`src/rtl/motor_fault_monitor_pkg.sv`:
```
// Shared types and helpers for the motor fault monitor.
// State encodings are fixed so that debug probes and the controller agree on them.
package motor_fault_monitor_pkg;

  typedef enum logic [1:0] {
    ST_IDLE   = 2'd0,
    ST_SPINUP = 2'd1,
    ST_RUN    = 2'd2,
    ST_FAULT  = 2'd3
  } mot_state_e;

  function automatic int timer_width(input int a, input int b);
    return $clog2(((a > b) ? a : b) + 1);
  endfunction

endpackage

```
`src/rtl/motor_fault_monitor_channel.sv`:
```
// One motor channel: input synchronisers, over-current debounce, watchdog timer
// and the supervision FSM.
//   state  | meaning
//   IDLE   | drive off, waiting for a run request
//   SPINUP | drive on, waiting for the first tach edge
//   RUN    | drive on, tach edges arriving in time
//   FAULT  | drive off, fault latched until cleared while disabled
module motor_fault_monitor_channel
  import motor_fault_monitor_pkg::*;
#(
  parameter int SPINUP_CYC  = 1000,
  parameter int TACH_TO_CYC = 200,
  parameter int DEB_CYC     = 4
) (
  input  logic i_clk,
  input  logic i_rst_n,
  input  logic i_mot_ena,
  input  logic i_tach,
  input  logic i_ovc_n,
  input  logic i_err_clr,
  output logic o_drv_ena,
  output logic o_mot_run,
  output logic o_mot_err
);

  localparam int TW = timer_width(SPINUP_CYC, TACH_TO_CYC);
  localparam int DW = $clog2(DEB_CYC + 1);

  logic          r_tach_s1, r_tach_s2, r_tach_d, r_tach_edge;
  logic          r_ovc_s1, r_ovc_s2;
  logic [DW-1:0] r_deb_cnt;
  logic [TW-1:0] r_timer;
  mot_state_e    r_state;
  logic          r_drv_ena, r_mot_run, r_mot_err;
  logic          w_ovc, w_expired;

  assign w_ovc     = (r_deb_cnt == DW'(DEB_CYC));
  assign w_expired = (r_timer == '0);

  // Sync stages reset to the idle pin levels so release never fakes an event.
  always_ff @(posedge i_clk or negedge i_rst_n) begin
    if (!i_rst_n) begin
      r_tach_s1   <= 1'b0;
      r_tach_s2   <= 1'b0;
      r_tach_d    <= 1'b0;
      r_tach_edge <= 1'b0;
      r_ovc_s1    <= 1'b1;
      r_ovc_s2    <= 1'b1;
      r_deb_cnt   <= '0;
    end else begin
      r_tach_s1   <= i_tach;
      r_tach_s2   <= r_tach_s1;
      r_tach_d    <= r_tach_s2;
      r_tach_edge <= r_tach_s2 & ~r_tach_d;
      r_ovc_s1    <= i_ovc_n;
      r_ovc_s2    <= r_ovc_s1;
      if (r_ovc_s2)   r_deb_cnt <= '0;
      else if (!w_ovc) r_deb_cnt <= r_deb_cnt + 1'b1;
    end
  end

  always_ff @(posedge i_clk or negedge i_rst_n) begin
    if (!i_rst_n) begin
      r_state   <= ST_IDLE;
      r_timer   <= '0;
      r_drv_ena <= 1'b0;
      r_mot_run <= 1'b0;
      r_mot_err <= 1'b0;
    end else begin
      case (r_state)
        ST_IDLE: begin
          if (i_mot_ena) begin
            r_state   <= ST_SPINUP;
            r_timer   <= TW'(SPINUP_CYC);
            r_drv_ena <= 1'b1;
          end
        end
        ST_SPINUP, ST_RUN: begin
          // Fault sources outrank the disable so a fault is never dropped.
          if (w_ovc || w_expired) begin
            r_state   <= ST_FAULT;
            r_drv_ena <= 1'b0;
            r_mot_run <= 1'b0;
            r_mot_err <= 1'b1;
          end else if (!i_mot_ena) begin
            r_state   <= ST_IDLE;
            r_drv_ena <= 1'b0;
            r_mot_run <= 1'b0;
          end else if (r_tach_edge) begin
            r_state   <= ST_RUN;
            r_timer   <= TW'(TACH_TO_CYC);
            r_mot_run <= 1'b1;
          end else begin
            r_timer <= r_timer - 1'b1;
          end
        end
        ST_FAULT: begin
          if (i_err_clr && !i_mot_ena) begin
            r_state   <= ST_IDLE;
            r_mot_err <= 1'b0;
          end
        end
      endcase
    end
  end

  assign o_drv_ena = r_drv_ena;
  assign o_mot_run = r_mot_run;
  assign o_mot_err = r_mot_err;

endmodule

```
`src/rtl/motor_fault_monitor.sv`:
```
// Motor-side MOT_ENA/MOT_ERR endpoint: one independent supervision channel per motor,
// with the fault clear request shared by all channels.
module motor_fault_monitor
  import motor_fault_monitor_pkg::*;
#(
  parameter int N_MOT       = 5,
  parameter int SPINUP_CYC  = 1000,
  parameter int TACH_TO_CYC = 200,
  parameter int DEB_CYC     = 4
) (
  input  logic             CLK,
  input  logic             RSTn,
  input  logic [N_MOT-1:0] MOT_ENA,
  input  logic [N_MOT-1:0] TACH,
  input  logic [N_MOT-1:0] OVC_N,
  input  logic             ERR_CLR,
  output logic [N_MOT-1:0] DRV_ENA,
  output logic [N_MOT-1:0] MOT_RUN,
  output logic [N_MOT-1:0] MOT_ERR
);

  for (genvar g = 0; g < N_MOT; g++) begin : g_ch
    motor_fault_monitor_channel #(
      .SPINUP_CYC  (SPINUP_CYC),
      .TACH_TO_CYC (TACH_TO_CYC),
      .DEB_CYC     (DEB_CYC)
    ) u_ch (
      .i_clk     (CLK),
      .i_rst_n   (RSTn),
      .i_mot_ena (MOT_ENA[g]),
      .i_tach    (TACH[g]),
      .i_ovc_n   (OVC_N[g]),
      .i_err_clr (ERR_CLR),
      .o_drv_ena (DRV_ENA[g]),
      .o_mot_run (MOT_RUN[g]),
      .o_mot_err (MOT_ERR[g])
    );
  end

endmodule

```
`config.mk`:
```
export PLATFORM = sky130hd
export DESIGN_NAME = motor_fault_monitor
export DESIGN_NICKNAME = d
export VERILOG_FILES = /design/src/rtl/motor_fault_monitor_pkg.sv /design/src/rtl/motor_fault_monitor_channel.sv /design/src/rtl/motor_fault_monitor.sv
export SDC_FILE = /design/constraint.sdc
export NUM_CORES = 1
export LEC_CHECK = 0
export CORE_MARGIN = 2
export CORE_UTILIZATION = 55
export CTS_CLUSTER_SIZE = 8
export DETAILED_ROUTE_END_ITERATION = 8
export GPL_TIMING_DRIVEN = 0
export PLACE_DENSITY = 0.73
export SLEW_MARGIN = 20
export SYNTH_ARGS = -nofsm -noshare
export SYNTH_HDL_FRONTEND = slang
export SYNTH_HIERARCHICAL = 1
export SYNTH_SLANG_ARGS = --single-unit
```
`constraint.sdc`:
```
create_clock -name CLK -period 2.3 [get_ports CLK]
set_input_delay 0.345 -clock CLK [delete_from_list [all_inputs] [get_ports CLK]]
set_output_delay 0.345 -clock CLK [all_outputs]
set_load 0.05 [all_outputs]
```
Word level (Yosys, flattened, before mapping)

Cells that the tools add are included.

Register bits after elaboration: 120
Output and inout port bits: 15
Word-level logic and storage cells: 325

$add $sub $neg: 10
Equal/unequal tests: 65
Multiplexer cells: 115
Bitwise operators: 10
Reduce and logical (&&, ||, !) cells: 65

Operators by type and width:

| operator                                                             | number |
|---|---|
| 10-bit two-way mux                                                   | 20 |
| 10-bit case mux with 2 select lines                                  | 5 |
| 10-bit zero test                                                     | 5 |
| 2-bit two-way mux                                                    | 25 |
| 10-bit by 1-bit subtractor with 10-bit output, second input constant | 5 |
| 3-bit AND reduction                                                  | 15 |
| 1-bit two-way mux                                                    | 40 |
| 3-bit two-way mux                                                    | 10 |
| 2-bit by 1-bit != test with 1-bit output, second input constant      | 15 |
| 2-bit != test, second input constant                                 | 15 |
| 2-bit case mux with 3 select lines                                   | 5 |
| 2-bit == test, second input constant                                 | 10 |
| 4-bit by 2-bit != test with 1-bit output, second input constant      | 5 |
| 1-bit case mux with 2 select lines                                   | 10 |
| 4-bit AND reduction                                                  | 5 |
| 2-bit nonzero test                                                   | 10 |
| 3-bit by 1-bit adder with 3-bit output, second input constant        | 5 |
| 3-bit == test, second input constant                                 | 5 |
| 3-bit by 1-bit != test with 1-bit output, second input constant      | 5 |
| 3-bit by 2-bit != test with 1-bit output, second input constant      | 5 |
| 2-bit by 1-bit == test with 1-bit output, second input constant      | 5 |
| 2-bit zero test                                                      | 5 |
| 2-bit AND reduction                                                  | 5 |
| 2-bit OR reduction                                                   | 5 |
| other kinds (5)                                                      | 25 |

Logic depth before layout (Yosys ltp)

Gate-level depths: netlist (run 1).

Depth in word-level cells: 5
Depth in mapped cells: 7
Depth with buffers taken out: 6

Hierarchy

Netlist (run 1), hierarchy kept.

By module, submodules not included:

| module                                         | times used | cells each | area each (um^2) |
|---|---|---|---|
| motor_fault_monitor_channel (g_ch[0].u_ch ...) | 3          | 125        | 1295.0 |
| motor_fault_monitor_channel (g_ch[3].u_ch)     | 1          | 131        | 1301.2 |
| motor_fault_monitor_channel (g_ch[4].u_ch)     | 1          | 126        | 1276.2 |

Worst setup path after synthesis (run 1)

OpenSTA, ideal clock, no wires.

Path type: register to register
From: reg g_ch[4].u_ch.r_timer[0]
To: reg g_ch[4].u_ch.r_timer[1]
Library setup time: 0.125 ns
Arrival time: 2.054 ns
Slack: 0.121 ns
Stages on the path, launching flop included: 8
Buffers on the path: 1
Clock period less this slack: 2.179 ns
Path through: dfrtp_1 > inv_1 > ha_1 > or4b_1 > buf_2 > o311a_4 > o21a_1 > mux2_4

Cells in the longest elaborated chain, start to end: 5
Elaborated cells between the ends (all ways): 9
Classes of those cells: add/sub (1); eq/ne (1); mux (4); reduce/logical (3)

Ends and longest elaborated chain:

| what                                          | line                              | source |
|---|---|---|
| from (decl)                                   | motor_fault_monitor_channel.sv:32 | `logic [TW-1:0] r_timer;` |
| from (signal assigned)                        | motor_fault_monitor_channel.sv:74 | `r_timer <= TW'(SPINUP_CYC);` |
| from (signal assigned)                        | motor_fault_monitor_channel.sv:91 | `r_timer <= TW'(TACH_TO_CYC);` |
| from (signal assigned)                        | motor_fault_monitor_channel.sv:94 | `r_timer <= r_timer - 1'b1;` |
| 10-bit by 1-bit subtractor with 10-bit output | motor_fault_monitor_channel.sv:94 |  |
| 10-bit two-way mux                            | motor_fault_monitor_channel.sv:89 | `end else if (r_tach_edge) begin` |
| 10-bit two-way mux                            | motor_fault_monitor_channel.sv:85 | `end else if (!i_mot_ena) begin` |
| 10-bit two-way mux                            | motor_fault_monitor_channel.sv:80 | `if (w_ovc \|\| w_expired) begin` |
| 10-bit case mux with 2 select lines           | motor_fault_monitor_channel.sv:70 | `case (r_state)` |

Several ways; a longest one is shown, not always the timed one. The select of a mux whose other input is x is not followed.
A chain may end at the register's enable or synchronous reset.

Worst setup path after layout (run 1)

Same ends and word-level chain as after synthesis.

==> impl_metrics.tcl, run 1 <==
set metrics [dict create \
    status "finished clean" \
    ys_seq_elements 120 \
    dp_hpwl_mm 9.08 \
    drive_gt1_share_pct 16.1 \
    largest-register "g_ch.u_ch/r_timer" \
    synth_fa_ha_area_share_pct 5.81 \
    wl_met3_um 496 \
    drt_iter0_drc 371 \
    path_class "flip-flop to flip-flop" \
    hold_viol 0 \
    power_density_nw_per_um2 1470 \
    whs_ps 260 \
    slowest_stage "or4b_4" \
    synth.yosys.seq_area_share_pct 46.7 \
    coreArea_um2 11400 \
    vias 4996 \
    max_clock_freq_mhz 446 \
    largest_reg_flops 50 \
    num_antenna_cells 0 \
    cts_sinks 120 \
    internal_power_mw 6.92 \
    yosys.area_share.simple_pct 17.8 \
    grt_pass1_wl_mm 22.9 \
    cts_made_buffers 17 \
    grt_max_degree 66 \
    maxCapViolations 0 \
    synth-compound-area-share_pct 20.7 \
    start_kind "flip-flop" \
    cts_tree "built" \
    power_frac_comb_pct 45.6 \
    clockRootBuffer "clkbuf_16" \
    synth_area_leaders "dfrtp_1 (43%), ha_1 (5.8%), dfstp_2 (4.1%)" \
    cp_max_fo 7 \
    end_kind "flip-flop" \
    critical_path.max_stage_delay_ps 460 \
    power_mw 11.3 \
    ir_drop_v 0.00113 \
    postPlaceCellArea_um2 6980 \
    tns_ps 0 \
    fin_worst_skew_ps 5.40 \
    syn_area_um2 6460 \
    finalCritPeriodShare_pct 97.4 \
    antenna_found_initial 0 \
    ys.flop_type "dfrtp_1" \
    ys_types 65 \
    initial_core_util_pct 56.6 \
    async_reset_ff_share_pct 100 \
    largest_registers "g_ch.u_ch/r_timer: 50 flops, g_ch.u_ch/r_deb_cnt: 15 flops, g_ch.u_ch/r_state: 10 flops" \
    worstHoldPathType "input pin to flip-flop" \
    r2r_cells 7 \
    tightest_slew_ps 793 \
    io_pins 33 \
    syn_nets 680 \
    synth_top_family_by_area "compound AO/OA/AOI/OAI gates" \
    crit_chain "inv_1 -> ha_2 -> or4b_4 -> buf_6 -> o311a_4 -> o21a_4 -> mux2_4" \
    yosysWarnings 6 \
    slew_headroom_pct 46.7 \
    viasPerCell 5.91 \
    drc 0 \
    yosys.area.top_type "dfrtp_1" \
    final_max_slew_viol_count 0 \
    postLayoutCoreUtil_pct 67.5 \
    die_w_um 112 \
    insertion_delay_ps 410 \
    hold_path_depth 3 \
    synthTopCellsByCount "dfrtp_1 (110), inv_1 (56), nor2_1 (42)" \
    wl_per_cell_um 15.5 \
    cts_buffer_depth 2 \
    seq_power_share_pct 30.1 \
    cp_num_buf_inv 2 \
    synth_edf_count 0 \
    yosysTopAreaCellShare_pct 42.6 \
    port_buffers 31 \
    grt.overflow.total 0 \
    muxShareOfSynthArea_pct 3.95 \
    globalplace.congestion 0.853 \
    path_delay_family "compound AO/OA/AOI/OAI gates" \
    swShare_pct 39.0 \
    htreeDepth 4 \
    cp_data_required_time_ps 2600 \
    setup_viol 0 \
    met2_wirelength_mm 6.32 \
    cp_data_arrival_time_ps 2540 \
    switchingPower_mw 4.42 \
    syn2layout_area_growth_pct 19.3 \
    syn_inst 632 \
    fp.dieH_um 112 \
    drtAntennaViolNets 0 \
    top_layer_used "met4" \
    drt-met1-wl_mm 6.07 \
    grt_pass1_vias 4994 \
    clkPwrFrac_pct 24.3 \
    first_pass_iters 5 \
    die_area_um2 12600 \
    avgSynthCellArea_um2 10.2 \
    period_minus_slack_ps 2240 \
    p_leak_nw 3.25 \
    rsz0062_at_grt "true" \
    clk_pin_slew_ps 50 \
    cp.depth 7 \
    grtUsageTotal_pct 22.2 \
    totalWireLength_mm 13.1 \
    fin_area_um2 7710 \
    synth_most_common_cell "dfrtp_1" \
    nNetsFinal 738 \
    rows 39 \
    synth_xor_xnor_area_share_pct 0.678 \
]
final cells by class:
type	instances	area [µm²]
Clock buffer	25	515
Inverter	56	210
Clock inverter	7	113
Tap cell	143	179
Fill cell	853	3710
Buffer	16	72.6
Sequential cell	120	3020
Multi-Input combinational cell	439	3200
Timing Repair Buffer	40	402
worst register-to-register path, stage by stage (launching register included):
cell and delay, ps:
dfrtp_1 400, inv_1 70, ha_2 170, or4b_4 460
buf_6 150, o311a_4 350, o21a_4 230, mux2_4 290
logic make-up (layout without fill, tap and decap cells):
| kind of cell | after synthesis | in the layout |
|---|---|---|
| xor+xnor | 5 | 5 |
| compound gates | 176 | 176 |
| mux | 22 | 22 |
| fa+ha+maj | 30 | 30 |
| simple gates | 206 | 206 |
| buf+inv | 73 | 144 |
| flops | 120 | 120 |
cells in the final DEF (no fill, tap or decap), types with 12 or more instances in the layout:
cell type and count:
a21oi_1 40, a31oi_1 22, clkbuf_16 17, clkdlybuf4s50_1 30, dfrtp_1 110, ha_1 29
inv_1 56, mux2_2 12, nand2_1 29, nand3_1 25, nor2_1 42, nor2b_1 20
nor3_1 25, o22ai_1 12, o31ai_1 19
metrics by stage:
| stage | setup slack (ps) | std cells |
|---|---|---|
| 6_report | 59.7 | 846 |
| 3_3_place_gp | -3620 | 806 |
| 3_5_place_dp | -107 | 807 |
| 5_1_grt | -23.4 | 846 |
| 4_1_cts | 8.89 | 840 |
| 2_1_floorplan | 121 | 632 |
path summary, 6_finish.rpt:
| kind | to | start | slack (ps) |
|---|---|---|---|
| max | g_ch[4].u_ch/r_timer[1] | g_ch[4].u_ch/r_timer[0] | 60 |
| min | g_ch[3].u_ch/o_mot_run | MOT_ENA[3] | 260 |
| max reg2reg | g_ch[4].u_ch/r_timer[1] | g_ch[4].u_ch/r_timer[0] | 60 |
| min reg2reg | g_ch[3].u_ch/r_tach_s2 | g_ch[3].u_ch/r_tach_s1 | 350 |
| max in group asynchronous | g_ch[3].u_ch/r_ovc_s1 | RSTn | 1120 |
| min in group asynchronous | g_ch[4].u_ch/r_timer[6] | RSTn | 460 |
power groups by stage:
stage	sequential, mW	combinational, mW	clock (mW)
after floorplan	3.70	3.38	0
after global placement	3.38	4.70	0
after detailed placement	3.42	4.86	0
after CTS	3.40	4.93	2.82
after global routing	3.51	5.69	2.91
final	3.41	5.17	2.76
layer usage:
| layer | global-route usage, % | vias up |
|---|---|---|
| met5 | 0 | - |
| met4 | 8.86 | 0 |
| met3 | 4.21 | 21 |
| met2 | 37.2 | 105 |
| met1 | 28.5 | 2419 |
| li1 | - | 2451 |
what timing repair did:
| action | CTS | global route |
|---|---|---|
| buffers inserted | 0 | 7 |
| pin swaps | 0 | 5 |
| gates resized for setup | 5 | 5 |
| hold endpoints to repair | 51 | 0 |
| hold buffers | 1 | 0 |
| setup endpoints to repair | 7 | 11 |
(Power assumes the default switching activity.)
==> run 2: changes to the inputs <==
--- a/config.mk
+++ b/config.mk
@@ -11,7 +11,6 @@
 export DETAILED_ROUTE_END_ITERATION = 8
 export GPL_TIMING_DRIVEN = 0
 export PLACE_DENSITY = 0.73
-export SLEW_MARGIN = 20
 export SYNTH_ARGS = -nofsm -noshare
 export SYNTH_HDL_FRONTEND = slang
 export SYNTH_HIERARCHICAL = 1
==> results of run 2 <==
The final DEF is identical to that of run 1; final timing and power are the same.
==> run 3: changes to the inputs <==
--- a/config.mk
+++ b/config.mk
@@ -9,8 +9,8 @@
 export CORE_UTILIZATION = 55
 export CTS_CLUSTER_SIZE = 8
 export DETAILED_ROUTE_END_ITERATION = 8
-export GPL_TIMING_DRIVEN = 0
 export PLACE_DENSITY = 0.73
+export RECOVER_POWER = 100
 export SYNTH_ARGS = -nofsm -noshare
 export SYNTH_HDL_FRONTEND = slang
 export SYNTH_HIERARCHICAL = 1
==> impl_metrics.tcl, run 3 (synthesized netlist as in run 1, its figures left out) <==
set metrics [dict create \
    status "finished clean" \
    r2r_slack_ps 60 \
    grtUsageTotal_pct 23.9 \
    antenna_found_initial 0 \
    rsz0062_at_grt "false" \
    drtAntennaViolNets 0 \
    fp.dieH_um 112 \
    clk_pin_slew_ps 50 \
    cp_max_fo 6 \
    cp_data_arrival_time_ps 2540 \
    grt_pass1_vias 5231 \
    largest-register "g_ch.u_ch/r_timer" \
    r2r_start "g_ch[4].u_ch/r_timer[0]" \
    cts_setup_buffers 0 \
    drt_iter0_drc 397 \
    timing.final.ws_setup_ps 59.8 \
    vias 5168 \
    hold_viol 0 \
    port_buffers 32 \
    io_pins 33 \
    worstHoldPathType "flip-flop to flip-flop" \
    slowest_stage "or4b_1" \
    syn2layout_area_growth_pct 18.8 \
    grt_use_met3_pct 7.13 \
    rr_endpoint "g_ch[4].u_ch/r_state[0]" \
    path_class "flip-flop to flip-flop" \
    dp_slack_ps 102 \
    mostFrequentLayoutCell "dfrtp_1" \
    die_area_um2 12600 \
    wl_per_cell_um 16.6 \
    ir_drop_v 0.000886 \
    cp_data_required_time_ps 2600 \
    rows 39 \
    holdCritStartpoint "g_ch[4].u_ch/r_tach_s1" \
    clockRootBuffer "clkbuf_16" \
    end_kind "flip-flop" \
    viasPerCell 6.14 \
    slew_headroom_pct 40.0 \
    r2r_cells 7 \
    insertion_delay_ps 420 \
    cts_buffer_depth 2 \
    crit_start "g_ch[4].u_ch/r_timer[0]" \
    critical_path.max_stage_delay_ps 500 \
    tns_ps 0 \
    setup_viol 0 \
    nNetsFinal 734 \
    max_clock_freq_mhz 446 \
    cts_made_buffers 17 \
    drive_gt1_share_pct 16.0 \
    grt.overflow.total 0 \
    endpoint "g_ch[4].u_ch/r_state[0]" \
    cts_tree "built" \
    place_inst 809 \
    crit_chain "inv_1 -> ha_1 -> or4b_1 -> buf_4 -> nor3_1 -> o31ai_1 -> mux2_2" \
    p_leak_nw 3.25 \
    first_pass_iters 4 \
    largest_registers "g_ch.u_ch/r_timer: 50 flops, g_ch.u_ch/r_deb_cnt: 15 flops, g_ch.u_ch/r_state: 10 flops" \
    totalWireLength_mm 14.0 \
    maxCapViolations 0 \
    cts_sinks 120 \
    htreeDepth 4 \
    whs_ps 348 \
    num_antenna_cells 0 \
    finalCritPeriodShare_pct 97.4 \
    tightest_slew_ps 901 \
    dp_hpwl_mm 9.65 \
    use_met1_pct 29.4 \
    grt_pass1_wl_mm 24.4 \
    power_density_nw_per_um2 1480 \
    coreArea_um2 11400 \
    period_minus_slack_ps 2240 \
    postLayoutCoreUtil_pct 67.2 \
    globalplace.congestion 0.884 \
    start_kind "flip-flop" \
    drc 0 \
    die_w_um 112 \
    stdcell_count 842 \
    layout.cells.most_common_list "dfrtp_1 (110), inv_1 (56), nor2_1 (42), a21oi_1 (40), ha_1 (30)" \
    met2_usage_pct 39.8 \
    fin_worst_skew_ps 7.18 \
    busiest_layer "met2" \
    initial_core_util_pct 56.6 \
    largest_reg_flops 50 \
    grt_max_degree 42 \
    final_max_slew_viol_count 0 \
]
-- run 3: changes by cell type in the layout (fill, tap and decap cells not counted), sizes merged --
cell,before,now
bufinv,3,4
buf,17,18
clkdlybuf4s50,30,6
dlygate4sd3,1,26
clkbuf,33,27
clkinvlp,1,0
-- run 3: final cells by class --
cell class                      instances  area, µm²
Fill cell                             863       3740
Multi-Input combinational cell        439       3150
Sequential cell                       120       3020
Clock buffer                           25        526
Timing Repair Buffer                   52        463
Inverter                               56        210
Tap cell                              143        179
Clock inverter                          7        135
-- run 3: how the worst min path moves through the flow --
stage | end | slack [ps] | cells past startpoint
after floorplan | g_ch[0].u_ch/o_drv_ena | 50 | 0
after global placement | g_ch[4].u_ch/r_state[0] | 330 | 1
after detailed placement | g_ch[4].u_ch/r_state[0] | 340 | 1
after CTS | g_ch[4].u_ch/r_ovc_s1 | 310 | 1
after global routing | g_ch[0].u_ch/r_tach_s2 | 350 | 0
final | g_ch[4].u_ch/r_tach_s2 | 350 | 0
-- run 3: what timing repair did --
action | in CTS | in global routing
endpoints found under the setup margin | 0 | 2
hold buffers | 1 | 0
resized for setup | 0 | 2
endpoints found under the hold margin | 29 | 0
-- run 3: report_power, final --
group / switching [mW] / internal, mW
Combinational: 2.87 / 2.12
Clock: 0.916 / 2.01
Sequential: 0.656 / 2.77
-- run 3: metal layers --
layer	vias to the layer above	wire, µm
met4	0	289
met1	2546	6080
met3	25	687
met5	-	0
met2	148	6950
li1	2449	-
-- run 3: stage by stage --
step	instance area, µm²	power [mW]
2_1_floorplan	6460	7.09
3_3_place_gp	7060	8.22
3_5_place_dp	7060	8.47
4_1_cts	7730	11.5
5_1_grt	7680	12.1
6_report	7680	11.3
-- run 3: critical path: cells and delay by family, from the launching register on --
| kind | cells | cell delay, ps |
|---|---|---|
| and+or+nand+nor | 2 | 840 |
| muxes | 1 | 300 |
| DFF | 1 | 410 |
| AOI/OAI and AO/OA | 1 | 170 |
| adders and majority gates | 1 | 150 |
| buffers and inverters | 2 | 260 |
==> variant, RTL diff (flow settings as in run 3) <==
Set the parameter `N_MOT` to 6 (it was 5).
--- a/src/rtl/motor_fault_monitor.sv
+++ b/src/rtl/motor_fault_monitor.sv
@@ -5,3 +5,3 @@
 #(
-  parameter int N_MOT       = 5,
+  parameter int N_MOT       = 6,
   parameter int SPINUP_CYC  = 1000,
Ports: changed (6 resized); port bits go from 33 to 39. No check against the original RTL was run, so the function may have changed too.
==> variant against run 3 <==
- synthesized cell count rose by 20%
- core utilization is 1.5 points lower
- wire length grew 16%
- worst setup slack improved by 19 ps
- total power grew 14%
- final area is 18% higher
- non-clock buffer count grew 14
- via count is 19% higher
- sequential cell count up 24
- sequential share of layout area increased by 0.50 points
- critical path type unchanged
- synthesized area up 20%
==> variant: results (changes against run 3) <==
metric,value,unit,change
1st-iter DRT viols,434,,+9.3%
pre-CTS WS,61.44,ps,-40.32 ps
cell types with the highest counts after synthesis,"dfrtp_1, inv_1, nor2_1",,
leakage power summed over all cells,3.857,nW,+19%
post-DP HPWL,11.57,mm,+20%
routed wire length,16.28,mm,+16%
maximum number of pins on one net before global-route repair,53,,+26%
vias in the first global route,6046,,+16%
total number of vias,6147,,+19%
final net count,881,,+20%
synth top area cells,"dfrtp_1, ha_1, dfstp_2",,
run status,"finished, final reports clean",,
number of instances in the synthesized netlist,759,,+20%
GR Util All Layers,23.63,%,-0.30 points
met3 track demand over resource,5.019,%,-2.1 points
highest metal layer used by the detailed router,met4,,
met1 routed wirelength after detailed routing,7.197,mm,+18%
Max transition margin,9.440,%,-31 points
share of synthesized area occupied by flip-flops and latches,46.77,%,+0.11 points
Max Clock Skew,9.487,ps,+2.309 ps
global-route wire length before repair,28.21,mm,+16%
registers with the most flip-flops,"g_ch.u_ch/r_timer x60, g_ch.u_ch/r_deb_cnt x18, g_ch.u_ch/r_state x12",,
met1 Usage GRT,29.43,%,+0.063 points
length of routed met2 wiring,8.260,mm,+19%
placer's final routability congestion estimate,0.8876,,+0.44%
"delay-heaviest family, CP",compound AO/OA/AOI/OAI gates,,
met3 routed WL,624,um,-9.2%
cell area after placement,8483,um^2,+20%
CP max FO,8,,+2
count of buffers inserted at the top-level ports,38,,+19%
clock tree root buffer cell,clkbuf_16,,
Worst-path clk slew,60,ps,
cell count after placement,984,,+22%
Netlist cell types,78,,+20%
met2 Track Usage GR,40.28,%,+0.52 points
fraction of final layout cells sized beyond drive strength 1,14.34,%,-1.7 points
Post-Syn Nets,816,,+20%
TritonRoute pass-1 iters,5,,+1
maximum ir drop on the vdd rail,1011,uV,+14%
variant: cell count changes in the layout (fill, tap and decap cells not counted), sizes merged, moves of 8 or more:
cell   before  now
inv        56   71
nor2       42   55
o21ai      11   19
a21oi      40   49
dfrtp     110  132
variant: power by group:
part           total, mW  switching, mW  leakage [nW]  internal (mW)
sequential          4.12          0.794          1.69           3.32
combinational       5.89           3.39          1.86           2.50
clock               2.96           1.10         0.310           1.87
variant: path summary, 6_finish.rpt:
kind,from,to,slack (ps),depth (start not counted)
min in group asynchronous,RSTn,g_ch[1].u_ch/r_deb_cnt[1]$_DFFE_PN0P_,770,2
hold reg to reg,g_ch[0].u_ch/r_tach_s1$_DFF_PN0_,g_ch[0].u_ch/r_tach_s2$_DFF_PN0_,350,0
setup reg to reg,g_ch[4].u_ch/r_timer[0]$_DFFE_PN0P_,g_ch[4].u_ch/r_timer[1]$_DFFE_PN0P_,80,6
hold / removal,g_ch[0].u_ch/r_tach_s1$_DFF_PN0_,g_ch[0].u_ch/r_tach_s2$_DFF_PN0_,350,0
setup / recovery,g_ch[4].u_ch/r_timer[0]$_DFFE_PN0P_,g_ch[4].u_ch/r_timer[1]$_DFFE_PN0P_,80,6
max in group asynchronous,RSTn,g_ch[4].u_ch/r_ovc_s1$_DFF_PN1_,320,3
variant: area by class of cell:
class                      instances  area, um^2
fill                            1050        4731
multi-input combinational        529        3767
inverter                          66       247.7
clock inverter                    14       203.9
timing repair buffer              66       594.3
sequential                       144        3618
clock buffer                      18       439.2
tap                              180       225.2
variant: logic make-up after synthesis:
kind of cell	share of synthesized area, %
flip-flops	46.77
XOR/XNOR	0.6793
AND/OR/NAND/NOR	17.73
AO/OA/AOI/OAI	20.82
adder cells (fa/ha/maj)	5.822
buffers and inverters	4.335
multiplexers	3.849
